## src/rtl/fifo_arb_pkg.sv

```systemverilog
// Shared types and helpers for the FIFO push arbiter and its round-robin picker.
package fifo_arb_pkg;

  typedef enum logic {IDLE = 1'b0, BURST = 1'b1} arb_state_e;

  localparam int STAT_W   = 16;
  localparam int MAX_NREQ = 8;

  typedef struct packed {
    logic       found;
    logic [2:0] idx;
  } rr_res_t;

  // First requester at or above ptr, wrapping at nreq.
  function automatic rr_res_t next_rr(input logic [2:0] ptr,
                                      input logic [MAX_NREQ-1:0] req,
                                      input int nreq);
    rr_res_t res;
    int      k;
    res = '0;
    for (int i = 0; i < MAX_NREQ; i++) begin
      k = (int'(ptr) + i) % nreq;
      if (i < nreq && !res.found && req[3'(k)]) begin
        res.found = 1'b1;
        res.idx   = 3'(k);
      end
    end
    return res;
  endfunction

endpackage

```

## src/rtl/rr_pick.sv

```systemverilog
// Combinational round-robin priority picker: request vector + start pointer
// to one-hot grant and index. Shared with the pop-side scheduler.
module rr_pick
  import fifo_arb_pkg::*;
#(
  parameter int NREQ = 4
) (
  input  logic [NREQ-1:0]         req,
  input  logic [$clog2(NREQ)-1:0] ptr,
  output logic [NREQ-1:0]         gnt_oh,
  output logic [$clog2(NREQ)-1:0] gnt_idx,
  output logic                    found
);

  localparam int IW = $clog2(NREQ);

  rr_res_t res;

  always_comb begin
    res     = next_rr(3'(ptr), 8'(req), NREQ);
    found   = res.found;
    gnt_idx = IW'(res.idx);
    gnt_oh  = '0;
    if (res.found) gnt_oh[gnt_idx] = 1'b1;
  end

endmodule

```

## src/rtl/fifo_push_arbiter.sv

```systemverilog
// Round-robin, burst-locking arbiter sharing one FIFO write port among NREQ producers.
// Define FIFO_ARB_STATS_EN to add per-producer accept counters and a stall counter.
module fifo_push_arbiter
  import fifo_arb_pkg::*;
#(
  parameter int NREQ      = 4,
  parameter int DW        = 8,
  parameter int MAX_BURST = 4
) (
  input  logic                    clk,
  input  logic                    rst,
  input  logic [NREQ-1:0]         req,
  input  logic [NREQ*DW-1:0]      wdata,
  output logic [NREQ-1:0]         ack,
  output logic [$clog2(NREQ)-1:0] grant_id,
  output logic                    busy,
  output logic                    fifo_push,
  output logic [DW-1:0]           fifo_din,
  input  logic                    fifo_full,
  input  logic                    fifo_a_full
`ifdef FIFO_ARB_STATS_EN
  ,
  input  logic [$clog2(NREQ)-1:0] stat_sel,
  input  logic                    stat_clr,
  output logic [STAT_W-1:0]       stat_cnt,
  output logic [STAT_W-1:0]       stall_cnt
`endif
);

  localparam int              IW         = $clog2(NREQ);
  localparam logic [3:0]      BURST_LAST = 4'(MAX_BURST - 1);

  arb_state_e    state_q, state_d;
  logic [IW-1:0] rr_ptr_q, rr_ptr_d;
  logic [IW-1:0] grant_id_q, grant_id_d;
  logic [3:0]    burst_cnt_q, burst_cnt_d;
  logic          busy_q, busy_d;
  logic          fifo_push_q, fifo_push_d;
  logic [DW-1:0] fifo_din_q, fifo_din_d;

  logic [NREQ-1:0] pick_oh;
  logic [IW-1:0]   pick_idx;
  logic            pick_found;
  logic            can_accept, win_valid, accept;
  logic [IW-1:0]   winner;

  function automatic logic [IW-1:0] ptr_inc(input logic [IW-1:0] p);
    return (p == IW'(NREQ - 1)) ? '0 : p + 1'b1;
  endfunction

  rr_pick #(.NREQ(NREQ)) u_pick (
    .req     (req),
    .ptr     (rr_ptr_q),
    .gnt_oh  (pick_oh),
    .gnt_idx (pick_idx),
    .found   (pick_found)
  );

  // A push already in flight will consume the last free entry.
  always_comb begin
    can_accept = !fifo_full && !(fifo_push_q && fifo_a_full);
    if (state_q == BURST) begin
      winner    = grant_id_q;
      win_valid = req[grant_id_q];
    end else begin
      winner    = pick_idx;
      win_valid = pick_found;
    end
    accept = can_accept && win_valid;
  end

  always_comb begin
    state_d     = state_q;
    rr_ptr_d    = rr_ptr_q;
    grant_id_d  = grant_id_q;
    burst_cnt_d = burst_cnt_q;
    case (state_q)
      IDLE: begin
        if (accept) begin
          grant_id_d = winner;
          if (MAX_BURST == 1) begin
            rr_ptr_d = ptr_inc(winner);
          end else begin
            state_d     = BURST;
            burst_cnt_d = 4'd1;
          end
        end
      end
      BURST: begin
        if (accept) begin
          if (burst_cnt_q == BURST_LAST) begin
            state_d     = IDLE;
            rr_ptr_d    = ptr_inc(grant_id_q);
            burst_cnt_d = '0;
          end else begin
            burst_cnt_d = burst_cnt_q + 4'd1;
          end
        end else if (!req[grant_id_q]) begin
          state_d     = IDLE;
          rr_ptr_d    = ptr_inc(grant_id_q);
          burst_cnt_d = '0;
        end
      end
      default: state_d = IDLE;
    endcase
    busy_d      = (state_d == BURST);
    fifo_push_d = accept;
    fifo_din_d  = accept ? wdata[winner*DW +: DW] : fifo_din_q;
  end

  always_comb begin
    ack = '0;
    if (accept) begin
      if (state_q == BURST) ack[winner] = 1'b1;
      else                  ack = pick_oh;
    end
    grant_id  = grant_id_q;
    busy      = busy_q;
    fifo_push = fifo_push_q;
    fifo_din  = fifo_din_q;
  end

  always_ff @(posedge clk) begin
    if (rst) begin
      state_q     <= IDLE;
      rr_ptr_q    <= '0;
      grant_id_q  <= '0;
      burst_cnt_q <= '0;
      busy_q      <= 1'b0;
      fifo_push_q <= 1'b0;
      fifo_din_q  <= '0;
    end else begin
      state_q     <= state_d;
      rr_ptr_q    <= rr_ptr_d;
      grant_id_q  <= grant_id_d;
      burst_cnt_q <= burst_cnt_d;
      busy_q      <= busy_d;
      fifo_push_q <= fifo_push_d;
      fifo_din_q  <= fifo_din_d;
    end
  end

`ifdef FIFO_ARB_STATS_EN
  logic [STAT_W-1:0] acc_cnt_q [NREQ];
  logic [STAT_W-1:0] acc_cnt_d [NREQ];
  logic [STAT_W-1:0] stall_cnt_q, stall_cnt_d;

  // Saturating counters; a clear beats a same-cycle increment.
  always_comb begin
    for (int k = 0; k < NREQ; k++) begin
      acc_cnt_d[k] = acc_cnt_q[k];
      if (stat_clr)                         acc_cnt_d[k] = '0;
      else if (ack[k] && acc_cnt_q[k] != '1) acc_cnt_d[k] = acc_cnt_q[k] + 1'b1;
    end
    stall_cnt_d = stall_cnt_q;
    if (stat_clr)                                          stall_cnt_d = '0;
    else if ((|req) && !can_accept && stall_cnt_q != '1)   stall_cnt_d = stall_cnt_q + 1'b1;
  end

  always_ff @(posedge clk) begin
    if (rst) begin
      for (int k = 0; k < NREQ; k++) acc_cnt_q[k] <= '0;
      stall_cnt_q <= '0;
    end else begin
      for (int k = 0; k < NREQ; k++) acc_cnt_q[k] <= acc_cnt_d[k];
      stall_cnt_q <= stall_cnt_d;
    end
  end

  assign stat_cnt  = acc_cnt_q[stat_sel];
  assign stall_cnt = stall_cnt_q;
`endif

endmodule

```

## config.mk

```make
export PLATFORM = sky130hd
export DESIGN_NAME = fifo_push_arbiter
export DESIGN_NICKNAME = d
export VERILOG_FILES = /design/src/rtl/fifo_arb_pkg.sv /design/src/rtl/rr_pick.sv /design/src/rtl/fifo_push_arbiter.sv
export SDC_FILE = /design/constraint.sdc
export NUM_CORES = 1
export LEC_CHECK = 0
export BUFFER_PORTS_ARGS = -buffer_cell sky130_fd_sc_hd__buf_2
export CAP_MARGIN = 30
export CORE_ASPECT_RATIO = 0.9
export CORE_UTILIZATION = 51
export DETAILED_ROUTE_END_ITERATION = 10
export PLACE_DENSITY_LB_ADDON = 0.1
export REMOVE_ABC_BUFFERS = 1
export SETUP_SLACK_MARGIN = 0.4
export SLEW_MARGIN = 10
export SYNTH_ARGS = -nofsm -noshare
export SYNTH_HDL_FRONTEND = slang
export SYNTH_SLANG_ARGS = --single-unit
```

## constraint.sdc

```tcl
create_clock -name clk -period 2.42 [get_ports clk]
set_clock_uncertainty 0.05 [all_clocks]
set_input_delay 0.121 -clock clk [delete_from_list [all_inputs] [get_ports clk]]
set_output_delay 0.121 -clock clk [all_outputs]
set_load 0.02 [all_outputs]
```

# == After elaboration in Yosys (flattened, before gate mapping) ==
# Cells that the tools add are included.
# op_classes
n_addsub,5
multipliers,0
n_div,0
order_cmp,9
n_eq_ne,6
n_shift,1
muxes,40
bitwise_logic,4
reduce_logical,19
# op_table
op,n
4-bit 2-to-1 mux,11
32-bit by 6-bit variable part select with 8-bit output,1
"3-bit by 5-bit less-than comparator with 1-bit output, second input constant",3
1-bit 2-to-1 mux,15
2-bit 2-to-1 mux,5
1-bit binary-select mux with 3-bit select,3
"2-bit by 3-bit less-than comparator with 1-bit output, second input constant",3
1-bit logical AND,8
4-bit one-hot mux with 2 select lines,1
2-bit OR reduction,3
1-bit logical NOT,5
"2-bit by 1-bit adder with 2-bit output, second input constant",2
"2-bit adder, second input constant",2
"4-bit by 1-bit adder with 4-bit output, second input constant",1
1-bit binary-select mux with 2-bit select,2
1-bit demux with 2-bit select,2
"4-bit by 2-bit == test with 1-bit output, second input constant",1
"2-bit by 1-bit >= comparator with 1-bit output, second input constant",2
"2-bit by 4-bit less-than comparator with 1-bit output, second input constant",1
"2-bit != test, second input constant",2
2-bit AND reduction,2
"1-bit bitwise AND, first input constant",3
"3-bit != test, second input constant",1
3-bit AND reduction,1
4 further kinds,4
# word_totals
ff_bits,18
latchBits,0
ram_bits,0
romBits,0
in_bits,40
output_inout_bits,16
elab_cells,90
n_memories,0

# == Depth between registers and ports, before layout ==
# depth
word_depth,21
mapped_depth,7
depth_no_buf,6

# == Hierarchy ==
# Synthesis repeated with hierarchy kept, for this count alone.
# unflattened
hier_cells,153
hier_area_um2,1352.5
# modules_own_cells
mod,n_inst,cells_per_inst,area_each_um2,seq_area_each_um2
fifo_push_arbiter,1,121,1169.9,360.3
rr_pick,1,32,182.7,0.0

# == Worst setup path after synthesis ==
# OpenSTA, ideal clock, no wires.
# synth_timing
path_type,register to register
from,"register grant_id_q[0], in the netlist grant_id[0]"
to,register rr_ptr_q[0]
setup_time_ns,0.071
t_arrival_ns,1.746
required_ns,2.299
path_slack_ns,0.554
path_stages_with_launch,6
path_buffers,0
period_less_slack_ns,1.866
path_cell_list,dfxtp_1 > mux4_2 > o41ai_1 > nand2_1 > or3_1 > a21oi_1
# synth_via
elab_chain_len,6
word_cells_on_any_way,13
classes_between,1 x add/sub; 3 x eq/ne; 7 x mux; 2 x reduce/logical
# synth_lines
item,line,rtl
from (decl),fifo_push_arbiter.sv:35,"logic [IW-1:0] grant_id_q, grant_id_d;"
from (signal assigned),fifo_push_arbiter.sv:135,grant_id_q <= grant_id_d;
1-bit binary-select mux with 2-bit select,"fifo_push_arbiter.sv:64, fifo_push_arbiter.sv:98",
1-bit 2-to-1 mux (implied by the code),"fifo_push_arbiter.sv:64, fifo_push_arbiter.sv:98",
1-bit 2-to-1 mux,fifo_push_arbiter.sv:62,if (state_q == BURST) begin
1-bit logical AND,fifo_push_arbiter.sv:69,accept = can_accept && win_valid;
2-bit by 1-bit != test with 1-bit output (no line) or 2-bit != test (tied branches),--,
3-bit AND reduction (no line),--,
to (signal assigned),fifo_push_arbiter.sv:134,rr_ptr_q <= rr_ptr_d;
to (decl),fifo_push_arbiter.sv:34,"logic [IW-1:0] rr_ptr_q, rr_ptr_d;"
# Parallel ways exist; a longest one is shown, timed or not. The select of a mux whose other input is x is not followed.
# A chain may end at the register's enable or synchronous reset.

# == Worst setup path in the final report ==
# layout_timing
from,register rr_ptr_q[0]
to,"register fifo_din_q[0], in the netlist fifo_din[0]"
# layout_via
elab_chain_len,16
word_cells_on_any_way,34
classes_between,3 x add/sub; 1 x shift; 17 x mux; 3 x bitwise; 10 x reduce/logical
# layout_lines
item,line,rtl
2-bit by 1-bit adder with 2-bit output,fifo_arb_pkg.sv:22,k = (int'(ptr) + i) % nreq;
2-bit OR reduction (no line),--,
1-bit bitwise AND (no line),--,
1-bit binary-select mux with 3-bit select,fifo_arb_pkg.sv:23,if (i < nreq && !res.found && req[3'(k)]) begin
1-bit 2-to-1 mux (implied by the code) (2 in series),fifo_arb_pkg.sv:23,
1-bit logical AND,fifo_arb_pkg.sv:23,
4-bit 2-to-1 mux,fifo_arb_pkg.sv:23,
1-bit logical NOT,fifo_arb_pkg.sv:23,
1-bit logical AND,fifo_arb_pkg.sv:23,
4-bit 2-to-1 mux,fifo_arb_pkg.sv:23,
1-bit logical NOT,fifo_arb_pkg.sv:23,
1-bit logical AND,fifo_arb_pkg.sv:23,
4-bit 2-to-1 mux *,fifo_arb_pkg.sv:23,
2-bit 2-to-1 mux or 1-bit 2-to-1 mux (tied branches),fifo_push_arbiter.sv:62,
32-bit by 6-bit variable part select with 8-bit output or 1-bit logical AND (tied branches),"fifo_push_arbiter.sv:108, fifo_push_arbiter.sv:69",
to (signal assigned),fifo_push_arbiter.sv:139,fifo_din_q <= fifo_din_d;
to (decl),fifo_push_arbiter.sv:39,"logic [DW-1:0] fifo_din_q, fifo_din_d;"
# Mark *: on every way between the ends. The rest lies on a longest branch, timed or not. The select of a mux whose other input is x is not followed.

==> results.toml <==
[worst_hold_path]
min-delay-start = "rst"
min_path_cells = 2
whs_endpoint = "burst_cnt_q[1]$_SDFFE_PP0P_"
worst_hold_path_type = "in -> reg"

[finish]
antennaDiodeCount = 0
num-fill-cells = 290
multi_input_area_mm2 = 0.001326
fin_area_mm2 = 0.002187
drive_gt1_share_pct = 30.63
regArea_um2 = 361.6
layout.nets = 327
area_growth_pct = 26.03

[setup_path]
slowest_delay_ns = 0.39
critPathKind = "reg -> reg"
cp_slowest_cell = "a2111oi_4"
r2r_end = "fifo_din[0]$_SDFFE_PP0P_"
path_cells = "nor2b_1 > a2111oi_4 > buf_4 > nor3_4 > buf_4 > a311oi_1 > a311oi_1"
regToRegSetupSlack_ns = 0.46
cp-start-kind = "flop"
crit_required_ns = 2.48
worstReg2RegStart = "rr_ptr_q[0]$_SDFFE_PP0P_"
worst_ep_arrival_time_ns = 2.03
cp-end-kind = "flop"
r2r_cells = 7
path_max_fanout = 8

[synthesis]
ys_seq_area_share_pct = 20.76
yosys_warnings = 0
ys_ff_latch = 18
synth_cell_types = 45
syn_area_mm2 = 0.001735
syn_inst = 231
synth_ff_type = "dfxtp_1"
synth_edf_count = 0
synthArstFlopShare_pct = 0
avgSynthCellArea_um2 = 7.513

[global_routing]
grt_pass1_wl_um = 8245
gr-total-overflow = 0
antenna_found_initial = 0
grt.total_usage_pct = 28.50
grt_max_degree = 41
grt_pass1_vias = 1764

[cts]
cts_hold_buf = 0
cts_tree = "yes"
clk-insertion-delay-late_ns = 0.25
clockRootBuffer = "clkbuf_8"
clock_sinks = 18
clk_pin_slew_worst_paths_ns = 0.07
numCtsBuffers = 3
clk_path_buf_depth = 2
h-tree-depth = 1

[route]
drt_first_pass_iters = 5
wire_per_inst_um = 15.87
antenna_left = 0
vias = 2042
initialDrtViolationCount = 145
vias_per_cell = 6.264
route.detailed.drc = 0
wirelength_um = 5173

[sta]
finalHoldViolations = 0
fin_crit_sh_pct = 81.18
final.setup.worst_slack_ns = 0.4553
setup_viol = 0
slew_headroom_pct = 61.39
period_needed_ns = 1.965
worstMarginPinSlew_ns = 0.5791
hold-worst-slack_ns = 0.1927
fmax_mhz = 509.0
rsz0062_at_grt = "true"
final-max-slew-violation-count = 0

[power]
pwr-share-seq_pct = 33.4
p_int_w = 0.0006453
total_leakage_power_nw = 0.8756
irDropWorstVdd_v = 0.0002647
power_w = 0.001018
p_comb_share_pct = 42.0
power.share.clock_pct = 24.6
cellPowerDensity_mw_per_mm2 = 465.5
power.switching_w = 0.0003727
switching_share_pct = 36.61

[floorplanning]
die_x_um = 63.49
die_h_um = 57.34
initial_utilization_pct = 55.30
std_cell_rows = 19
pin_count = 56
fp.coreArea_mm2 = 0.003138
die_area_mm2 = 0.003641

[place]
io_buffers = 55
place_ws_ns = 0.3470
place_area_mm2 = 0.002016
dp_hpwl_um = 3399
gp_congestion = 0.8260

[flow_run]
maxCapViolations = 0

[run_status]
status = "complete, no violations"
==> cell families after synthesis <==
family	synth area share [%]
compound gates	33.67
mux	7.643
flops	20.76
xor+xnor	0.5048
buf+inv	5.767
simple gates	30.21
fa+ha+maj	1.442
==> cells in the mapped netlist, types with 2 or more instances <==
cell / instances / area (µm²)
nor2_1: 25 / 93.84
a21oi_1: 19 / 95.09
dfxtp_1: 18 / 360.4
nand2b_1: 17 / 106.4
a311oi_1: 16 / 140.1
mux2i_1: 11 / 110.1
nor2b_1: 11 / 68.82
nand3_1: 9 / 45.04
o21ai_0: 9 / 45.04
a21boi_0: 8 / 60.06
nand2_1: 8 / 30.03
nor3b_1: 8 / 60.06
o22ai_1: 8 / 50.05
o311ai_1: 8 / 70.07
clkbuf_1: 7 / 26.28
buf_2: 5 / 25.02
buf_1: 4 / 15.01
inv_1: 4 / 15.01
nor3_1: 4 / 20.02
a211oi_1: 2 / 15.01
ha_1: 2 / 25.02
nand3b_1: 2 / 15.01
nor3_2: 2 / 20.02
o21ai_1: 2 / 10.01
or3_1: 2 / 12.51
==> repair_timing <==
action	in CTS	in global routing
pin swaps	2	2
gates resized for setup	6	8
setup endpoints to repair	7	14
setup buffers	3	4
==> how the worst max path moves through the flow <==
| stage | start | end | slack, ns | depth (start not counted) |
|---|---|---|---|---|
| after global placement | rr_ptr_q[0]$_SDFFE_PP0P_ | ack[1] | 0.39 | 6 |
| after detailed placement | rr_ptr_q[0]$_SDFFE_PP0P_ | ack[1] | 0.35 | 6 |
| final | rr_ptr_q[0]$_SDFFE_PP0P_ | fifo_din[0]$_SDFFE_PP0P_ | 0.46 | 7 |
| after floorplan | grant_id[0]$_SDFFE_PP0P_ | rr_ptr_q[0]$_SDFFE_PP0P_ | -0.16 | 5 |
| after CTS | grant_id[1]$_SDFFE_PP0P_ | fifo_din[0]$_SDFFE_PP0P_ | 0.42 | 5 |
| after global routing | grant_id[0]$_SDFFE_PP0P_ | ack[2] | 0.38 | 6 |
==> power groups by stage <==
stage / clock (W) / sequential [W] / combinational, W
finish: 0.000250 / 0.000340 / 0.000428
global route: 0.000265 / 0.000343 / 0.000463
CTS: 0.000249 / 0.000339 / 0.000401
detailed placement: 0 / 0.000345 / 0.000383
global placement: 0 / 0.000345 / 0.000380
floorplan: 0 / 0.000387 / 0.000208
==> state kept, by name, indices dropped and copies added (netlist names) <==
| signal | count |
|---|---|
| fifo_push | 1 |
| fifo_din | 8 |
| rr_ptr_q | 2 |
| burst_cnt_q | 4 |
| grant_id | 2 |
| busy | 1 |
==> routing by layer <==
| metal | global-route usage (%) | wire length, µm | vias to the layer above |
|---|---|---|---|
| li1 | - | - | 977 |
| met1 | 41.41 | 2403 | 915 |
| met2 | 43.92 | 2201 | 135 |
| met3 | 3.000 | 468 | 15 |
| met4 | 9.740 | 99 | 0 |
| met5 | 0 | 0 | - |
==> per-stage QoR <==
step / TNS, ns / util [%] / instances
floorplan: -1.236 / - / 213
global placement: 0 / 64.23 / 315
detailed placement: 0 / 64.23 / 315
CTS: 0 / 67.62 / 322
global route: 0 / 69.70 / 326
finish: 0 / 69.70 / 326
==> worst max-delay path: cells and delay by family (launching register included) <==
kind	cells	cell delay (ns)
AOI/OAI and AO/OA	3	0.87
buffers and inverters	2	0.38
DFF	1	0.37
and+or+nand+nor	2	0.15
==> cell usage in the layout (no fill, tap or decap), types with 2 or more instances in the layout <==
cell / n
nor2_1: 25
nor2b_1: 11
clkbuf_8: 4
nor3_4: 2
inv_1: 4
a21oi_1: 19
o22ai_1: 8
buf_4: 10
nand3b_1: 2
nor3_1: 3
or2_4: 2
a21boi_0: 8
nor3b_1: 8
buf_2: 55
o21ai_0: 9
a211oi_1: 2
dfxtp_1: 17
mux2i_1: 11
nand2_1: 8
nand3_1: 9
a311oi_1: 16
nand2b_1: 16
o311ai_1: 8
ha_1: 2
==> area by class of cell <==
| cell class | instances | share of cell area, % |
|---|---|---|
| timing repair buffer | 67 | 17.22 |
| tap | 42 | 2.403 |
| sequential | 18 | 16.53 |
| multi-input combinational | 191 | 60.64 |
| inverter | 4 | 0.6865 |
| clock buffer | 4 | 2.517 |
Note: power is estimated with default switching activity, not from simulation.
